$ cat config.mk
export PLATFORM = sky130hd
export DESIGN_NAME = isif_frame_ctrl
export DESIGN_NICKNAME = d
export VERILOG_FILES = /design/src/rtl/isif_frame_ctrl.sv
export SDC_FILE = /design/constraint.sdc
export NUM_CORES = 1
export LEC_CHECK = 0
export CORE_MARGIN = 3
export CORE_UTILIZATION = 57
export DETAILED_ROUTE_END_ITERATION = 16
export DONT_BUFFER_PORTS = 1
export GPL_TIMING_DRIVEN = 1
export PLACE_DENSITY = 0.81
export SYNTH_ARGS = -nofsm -noshare
export SYNTH_HDL_FRONTEND = slang
export SYNTH_SLANG_ARGS = --single-unit
$ cat constraint.sdc
create_clock -name ACLK -period 2.5 [get_ports ACLK]
set_input_delay 0.5 -clock ACLK [delete_from_list [all_inputs] [get_ports ACLK]]
set_output_delay 0.5 -clock ACLK [all_outputs]
set_load 0.1 [all_outputs]
$ cat src/rtl/isif_frame_ctrl.sv
// -----------------------------------------------------------------------------
// isif_frame_ctrl
//
// Frame sequencer between the input-stream FIFO (first-word-fall-through) and
// the Sobel line-buffer writer. It drains the FIFO and finds frame starts
// (TUSER = SOF) and line ends (TLAST = EOL). Each pixel word is emitted from a
// single output register and tagged with column, row and line-buffer index.
// Malformed frames are flagged in sticky error bits. The block then
// resynchronises without stalling the stream.
//
// Optional feature: define FRAME_STATS_EN to add the frame_cnt and drop_cnt
// statistics outputs.
//
// Ports
//   ACLK, ARESET          clock; synchronous active-high reset
//   cfg_enable            run enable (sampled in IDLE and at frame end)
//   cfg_width/height      frame geometry, latched when an SOF beat is accepted
//   isif_*_dout           FIFO head data / EOL / SOF
//   isif_empty_n          FIFO head valid
//   isif_read             pop FIFO head this cycle (combinational)
//   pix_valid/ready       output handshake
//   pix_data/col/row      pixel word and its position
//   pix_lbuf              rotating line-buffer select, 0..NUM_LBUF-1
//   pix_eol               pixel closes its line
//   frame_done            pulse as the final pixel of a frame is handed off
//   busy                  state != IDLE
//   err_flags             sticky {unexpected SOF, late EOL, early EOL}
//   frame_cnt, drop_cnt   (FRAME_STATS_EN only) frames done / beats discarded
// -----------------------------------------------------------------------------
module isif_frame_ctrl #(
  parameter int TBITS    = 32,
  parameter int COL_BITS = 11,
  parameter int ROW_BITS = 11,
  parameter int NUM_LBUF = 3
) (
  input  logic                ACLK,
  input  logic                ARESET,
  input  logic                cfg_enable,
  input  logic [COL_BITS-1:0] cfg_width,
  input  logic [ROW_BITS-1:0] cfg_height,
  input  logic [TBITS-1:0]    isif_data_dout,
  input  logic                isif_last_dout,
  input  logic                isif_user_dout,
  input  logic                isif_empty_n,
  output logic                isif_read,
  output logic                pix_valid,
  input  logic                pix_ready,
  output logic [TBITS-1:0]    pix_data,
  output logic [COL_BITS-1:0] pix_col,
  output logic [ROW_BITS-1:0] pix_row,
  output logic [1:0]          pix_lbuf,
  output logic                pix_eol,
  output logic                frame_done,
  output logic                busy,
`ifdef FRAME_STATS_EN
  output logic [15:0]         frame_cnt,
  output logic [15:0]         drop_cnt,
`endif
  output logic [2:0]          err_flags
);

  typedef enum logic [1:0] {
    S_IDLE,
    S_WAIT_SOF,
    S_ACTIVE,
    S_DISCARD
  } state_t;

  state_t              r_state;
  logic [COL_BITS-1:0] r_col, r_width;
  logic [ROW_BITS-1:0] r_row, r_height;
  logic [1:0]          r_lbuf;
  logic [2:0]          r_err;
  logic                r_pix_valid, r_pix_eol, r_pix_final, r_disc_done;
  logic [TBITS-1:0]    r_pix_data;
  logic [COL_BITS-1:0] r_pix_col;
  logic [ROW_BITS-1:0] r_pix_row;
  logic [1:0]          r_pix_lbuf;

  logic       w_slot_free, w_beat, w_sof_take;
  logic       w_last_col, w_last_row, w_sof_line_end, w_sof_frame_end;
  logic [1:0] w_lbuf_next;
  state_t     w_end_state;

  // The output register can take a new pixel when it is empty or draining.
  assign w_slot_free = ~r_pix_valid | pix_ready;

  // WAIT_SOF and DISCARD drop non-SOF beats freely. An SOF beat in those
  // states is forwarded, so it must wait for the output slot like ACTIVE.
  always_comb begin
    // NOTE: default first so every path assigns isif_read and no latch is inferred.
    isif_read = 1'b0;
    if (!ARESET) begin
      case (r_state)
        S_WAIT_SOF, S_DISCARD: isif_read = isif_empty_n & (~isif_user_dout | w_slot_free);
        S_ACTIVE:              isif_read = isif_empty_n & w_slot_free;
        default:               isif_read = 1'b0;
      endcase
    end
  end

  assign w_beat = isif_read & isif_empty_n;

  // SOF restarts the frame, except at (0,0) in ACTIVE. That position
  // cannot occur after a legitimate SOF has been taken.
  assign w_sof_take = w_beat & isif_user_dout &
                      ((r_state != S_ACTIVE) | (r_col != '0) | (r_row != '0));

  assign w_last_col      = (r_col == r_width - COL_BITS'(1));
  assign w_last_row      = (r_row == r_height - ROW_BITS'(1));
  assign w_lbuf_next     = (r_lbuf == 2'(NUM_LBUF - 1)) ? 2'd0 : r_lbuf + 2'd1;
  assign w_end_state     = cfg_enable ? S_WAIT_SOF : S_IDLE;
  // Geometry of the frame an SOF beat would open, read from the live cfg.
  assign w_sof_line_end  = (cfg_width == COL_BITS'(1));
  assign w_sof_frame_end = w_sof_line_end & (cfg_height == ROW_BITS'(1));

  always_ff @(posedge ACLK) begin
    if (ARESET) begin
      r_state     <= S_IDLE;
      r_col       <= '0;
      r_row       <= '0;
      r_lbuf      <= '0;
      r_width     <= '0;
      r_height    <= '0;
      r_err       <= '0;
      r_pix_valid <= 1'b0;
      r_pix_data  <= '0;
      r_pix_col   <= '0;
      r_pix_row   <= '0;
      r_pix_lbuf  <= '0;
      r_pix_eol   <= 1'b0;
      r_pix_final <= 1'b0;
      r_disc_done <= 1'b0;
    end else begin
      // NOTE: non-blocking assignments; later assignments in this block override earlier defaults.
      r_disc_done <= 1'b0;
      if (r_state == S_IDLE && cfg_enable) r_state <= S_WAIT_SOF;
      if (pix_ready) r_pix_valid <= 1'b0;

      if (w_sof_take) begin
        if (r_state != S_WAIT_SOF) r_err[2] <= 1'b1;
        if (r_state == S_ACTIVE && isif_last_dout && !w_last_col) r_err[0] <= 1'b1;
        r_width     <= cfg_width;
        r_height    <= cfg_height;
        r_pix_valid <= 1'b1;
        r_pix_data  <= isif_data_dout;
        r_pix_col   <= '0;
        r_pix_row   <= '0;
        r_pix_lbuf  <= '0;
        r_pix_eol   <= w_sof_line_end;
        r_pix_final <= w_sof_frame_end;
        if (w_sof_frame_end) begin
          r_state <= w_end_state;
          r_col   <= '0;
          r_row   <= '0;
          r_lbuf  <= '0;
        end else if (w_sof_line_end) begin
          r_state <= S_ACTIVE;
          r_col   <= '0;
          r_row   <= ROW_BITS'(1);
          r_lbuf  <= 2'd1;
        end else begin
          r_state <= S_ACTIVE;
          r_col   <= COL_BITS'(1);
          r_row   <= '0;
          r_lbuf  <= '0;
        end
      end else if (w_beat && r_state == S_ACTIVE) begin
        r_pix_valid <= 1'b1;
        r_pix_data  <= isif_data_dout;
        r_pix_col   <= r_col;
        r_pix_row   <= r_row;
        r_pix_lbuf  <= r_lbuf;
        // A missing EOL still closes the line on the output side.
        r_pix_eol   <= isif_last_dout | w_last_col;
        r_pix_final <= isif_last_dout & w_last_row;
        if (isif_last_dout) begin
          if (!w_last_col) r_err[0] <= 1'b1;
          r_col <= '0;
          if (w_last_row) begin
            r_state <= w_end_state;
            r_row   <= '0;
            r_lbuf  <= '0;
          end else begin
            r_row  <= r_row + ROW_BITS'(1);
            r_lbuf <= w_lbuf_next;
          end
        end else if (w_last_col) begin
          r_err[1] <= 1'b1;
          r_state  <= S_DISCARD;
        end else begin
          r_col <= r_col + COL_BITS'(1);
        end
      end else if (w_beat && r_state == S_DISCARD && isif_last_dout) begin
        r_col <= '0;
        if (w_last_row) begin
          // The frame's last forwarded pixel is already gone, so flag the end here.
          r_state     <= w_end_state;
          r_row       <= '0;
          r_lbuf      <= '0;
          r_disc_done <= 1'b1;
        end else begin
          r_state <= S_ACTIVE;
          r_row   <= r_row + ROW_BITS'(1);
          r_lbuf  <= w_lbuf_next;
        end
      end
    end
  end

  assign pix_valid  = r_pix_valid;
  assign pix_data   = r_pix_data;
  assign pix_col    = r_pix_col;
  assign pix_row    = r_pix_row;
  assign pix_lbuf   = r_pix_lbuf;
  assign pix_eol    = r_pix_eol;
  assign err_flags  = r_err;
  assign busy       = (r_state != S_IDLE);
  assign frame_done = (r_pix_valid & pix_ready & r_pix_final) | r_disc_done;

`ifdef FRAME_STATS_EN
  logic [15:0] r_frame_cnt, r_drop_cnt;
  logic        w_drop;

  assign w_drop = w_beat & ~isif_user_dout &
                  ((r_state == S_WAIT_SOF) | (r_state == S_DISCARD));

  always_ff @(posedge ACLK) begin
    if (ARESET) begin
      r_frame_cnt <= '0;
      r_drop_cnt  <= '0;
    end else begin
      if (frame_done) r_frame_cnt <= r_frame_cnt + 16'd1;
      if (w_drop && r_drop_cnt != 16'hFFFF) r_drop_cnt <= r_drop_cnt + 16'd1;
    end
  end

  assign frame_cnt = r_frame_cnt;
  assign drop_cnt  = r_drop_cnt;
`endif

endmodule

==> impl_metrics.ini <==
[outcome]
status = finished, violations left
violations = negative setup slack

[logic_synthesis]
synthAdderAreaFrac = 0.0139
synth_compound_area_frac = 0.181
synth_async_sr_flop_share = 0
syn_nets = 765
yosysTopAreaCellShare = 0.412
synth_edf_count = 0
synthSimpleGateAreaFrac = 0.281
yosysTopAreaCell = dfxtp_1
synth-xor-area-share = 0.0577
synth_area_per_cell_um2 = 7.73
syn_area_um2 = 5400
synth_cell_types = 72
ys.flop_type = dfxtp_1
synth_cells = 698
ys_warn_count = 0
ys_seq_area_frac = 0.412
yosys-top-cells-area = dfxtp_1, nand2_1, a21oi_1, clkbuf_1, xnor2_1
ys_ff_latch = 111
synthMuxAreaShare = 0.00371
synth_top_family_by_area = simple AND/OR/NAND/NOR gates

[sta]
tightest_slew_ps = 578
setup_tns_ps = -298
fin_crit_ps = 2570
setup_ws_ps = -74.2
rsz0062_at_grt = yes
hold_viol = 0
fmax_mhz = 388
slew_violations = 0
slew-limit-headroom = 0.605
setup_viol = 8
fin_crit_sh = 1.03
fin_skew_ps = 9.10

[worst_setup_path]
endpoint_kind = flip-flop
crit_chain = inv_2, ha_4, or3b_4, xnor2_1, a31o_1, a211o_1, nand4_4, a21oi_4, or4_4, a21oi_2
cp.arrival_ps = 2900
critPathTopFamily = simple AND/OR/NAND/NOR gates
cp.required_ps = 2820
worst_path_max_delay_cell = or4_4
startpoint_type = flip-flop
criticalPathCategory = flip-flop to flip-flop
path_buf_inv = 1
critPathMaxFanout = 8
critPathMaxStageDelay_ps = 540

[placed_design]
place_hpwl_um = 10600
pre_cts_ws_ps = -97.7
portBuffers = 0
gp_congestion = 0.983

[finish]
drive_gt1_frac = 0.249
antenna_cells = 0
fillers = 673
layout.nets = 842
layout_commonest_cell = nand2_1
layout.cells.most_common_list = nand2_1, buf_4, dfxtp_1
area_growth_pct = 22.7

[global_route]
grt_use_met1 = 0.336
grt_max_degree = 72
grt-ovfl-total = 0
grt_pass1_vias = 4948
grt_pass1_wl_um = 23000
grt_use_total = 0.274
grt_busiest_layer = met2
use_met2 = 0.453
antenna_found_initial = 0
use_met3 = 0.0912

[drt]
vias = 5232
firstDrtPassIters = 5
wl_um = 14800
ant_nets = 0
viasPerCell = 5.78
drt-initial-drc-count = 301
wl_per_cell_um = 16.4
route.detailed.drc = 0

[floorplanning]
row_count = 34
die_h_um = 103
io_pins = 125
initial_core_util = 0.601
floorplan.die_area_um2 = 10700
fp.coreArea_um2 = 8980
fp.dieW_um = 103

[clock_network]
cts_hold_buf = 0
clock-sinks = 111
clockBufferDepth = 2
cts_root_buffer = clkbuf_8
htreeDepth = 3
clk_transition_reported_paths_ps = 110
tritoncts = done
clkLatencyLatePin_ps = 390
cts_buffers = 9

[pwr]
max-vdd-ir-drop_mv = 0.527
power.leakage_nw = 2.47
power.density_nw_per_um2 = 618

[job]
drv_cap = 0

[min_path]
worstHoldPathType = input port to flip-flop
## cells in the mapped netlist (all sizes together) (4+ instances only)
| master | count |
|---|---|
| or4 | 6 |
| nor4 | 13 |
| xor2 | 15 |
| buf | 10 |
| a21oi | 107 |
| nand3b | 5 |
| nand2b | 8 |
| nor2b | 6 |
| ha | 6 |
| clkbuf | 44 |
| o21ai | 17 |
| xnor2 | 18 |
| or3 | 9 |
| o31ai | 7 |
| a211oi | 4 |
| nand3 | 14 |
| inv | 14 |
| nor3 | 11 |
| nand4 | 8 |
| nand2 | 181 |
| dfxtp | 111 |
| nor2 | 34 |
## state kept, by name, summed over array words and instances, names as in the netlist
signal and cells:
r_col 11, err_flags 3, r_pix_final 1, r_row 11
r_disc_done 1, r_width 11, pix_eol 1, r_lbuf 2
pix_valid 1, r_state 2, pix_data 32, r_height 11
pix_col 11, pix_lbuf 2, pix_row 11
## worst paths after layout
kind,start,end,slack [ps],cells past startpoint
min reg2reg,pix_data[3],pix_data[3],460,2
max reg2reg,r_width[0],r_col[7],-70,10
max,r_width[0],r_col[7],-70,10
min,ARESET,pix_data[10],160,1
## worst register-to-register path, delay by kind of cell, from the launching register on
kind,cells,cell delay [ps]
simple gates,3,1080
compound gates,4,750
flops,1,370
xor+xnor,1,150
fa+ha+maj,1,120
buf+inv,1,60
## metal layers
layer	routed length, µm	vias up
li1	-	2536
met1	6130	2429
met2	7040	238
met3	1390	29
met4	273	0
met5	0	-
## kinds of logic (layout without fill, tap and decap cells)
kind of cell,count (synthesis),after routing
fa+ha+maj,6,6
buf+inv,68,148
mux,2,2
xor+xnor,34,34
simple gates,315,315
compound gates,162,163
flops,111,111
## area by class of cell
class / count / area, µm² / share of cell area
Timing Repair Buffer: 119 / 917 / 0.138
Tap cell: 126 / 158 / 0.0238
Clock buffer: 10 / 138 / 0.0208
Inverter: 14 / 52.6 / 0.00794
Clock inverter: 5 / 48.8 / 0.00737
Multi-Input combinational cell: 520 / 3070 / 0.464
Sequential cell: 111 / 2240 / 0.338
## what timing repair did
| action | in CTS | in global routing |
|---|---|---|
| endpoints found under the setup margin | 12 | 31 |
| hold endpoints to repair | 0 | 0 |
| gates resized for setup | 4 | 37 |
| gates cloned | 1 | 0 |
| pin swaps | 6 | 20 |
| buffers inserted | 2 | 8 |
## metrics by stage
step	cell area, µm²	instances	hold WS (ps)	util	total power [mW]
after CTS	6430	897	154	0.716	4.06
final	6620	905	164	0.738	4.09
after detailed placement	6200	879	446	0.691	3.01
after global placement	6200	879	434	0.691	2.98
after global routing	6620	905	141	0.738	4.25
after floorplan	5430	698	448	-	2.77
## power breakdown
group	leakage, nW	internal, mW	switching [mW]	total [mW]
Combinational	1.47	0.358	0.777	1.13
Clock	0.0972	0.408	0.651	1.06
Sequential	0.901	1.84	0.0582	1.90
Total	2.47	2.61	1.49	4.09
Note: power is estimated with default switching activity, not from simulation.
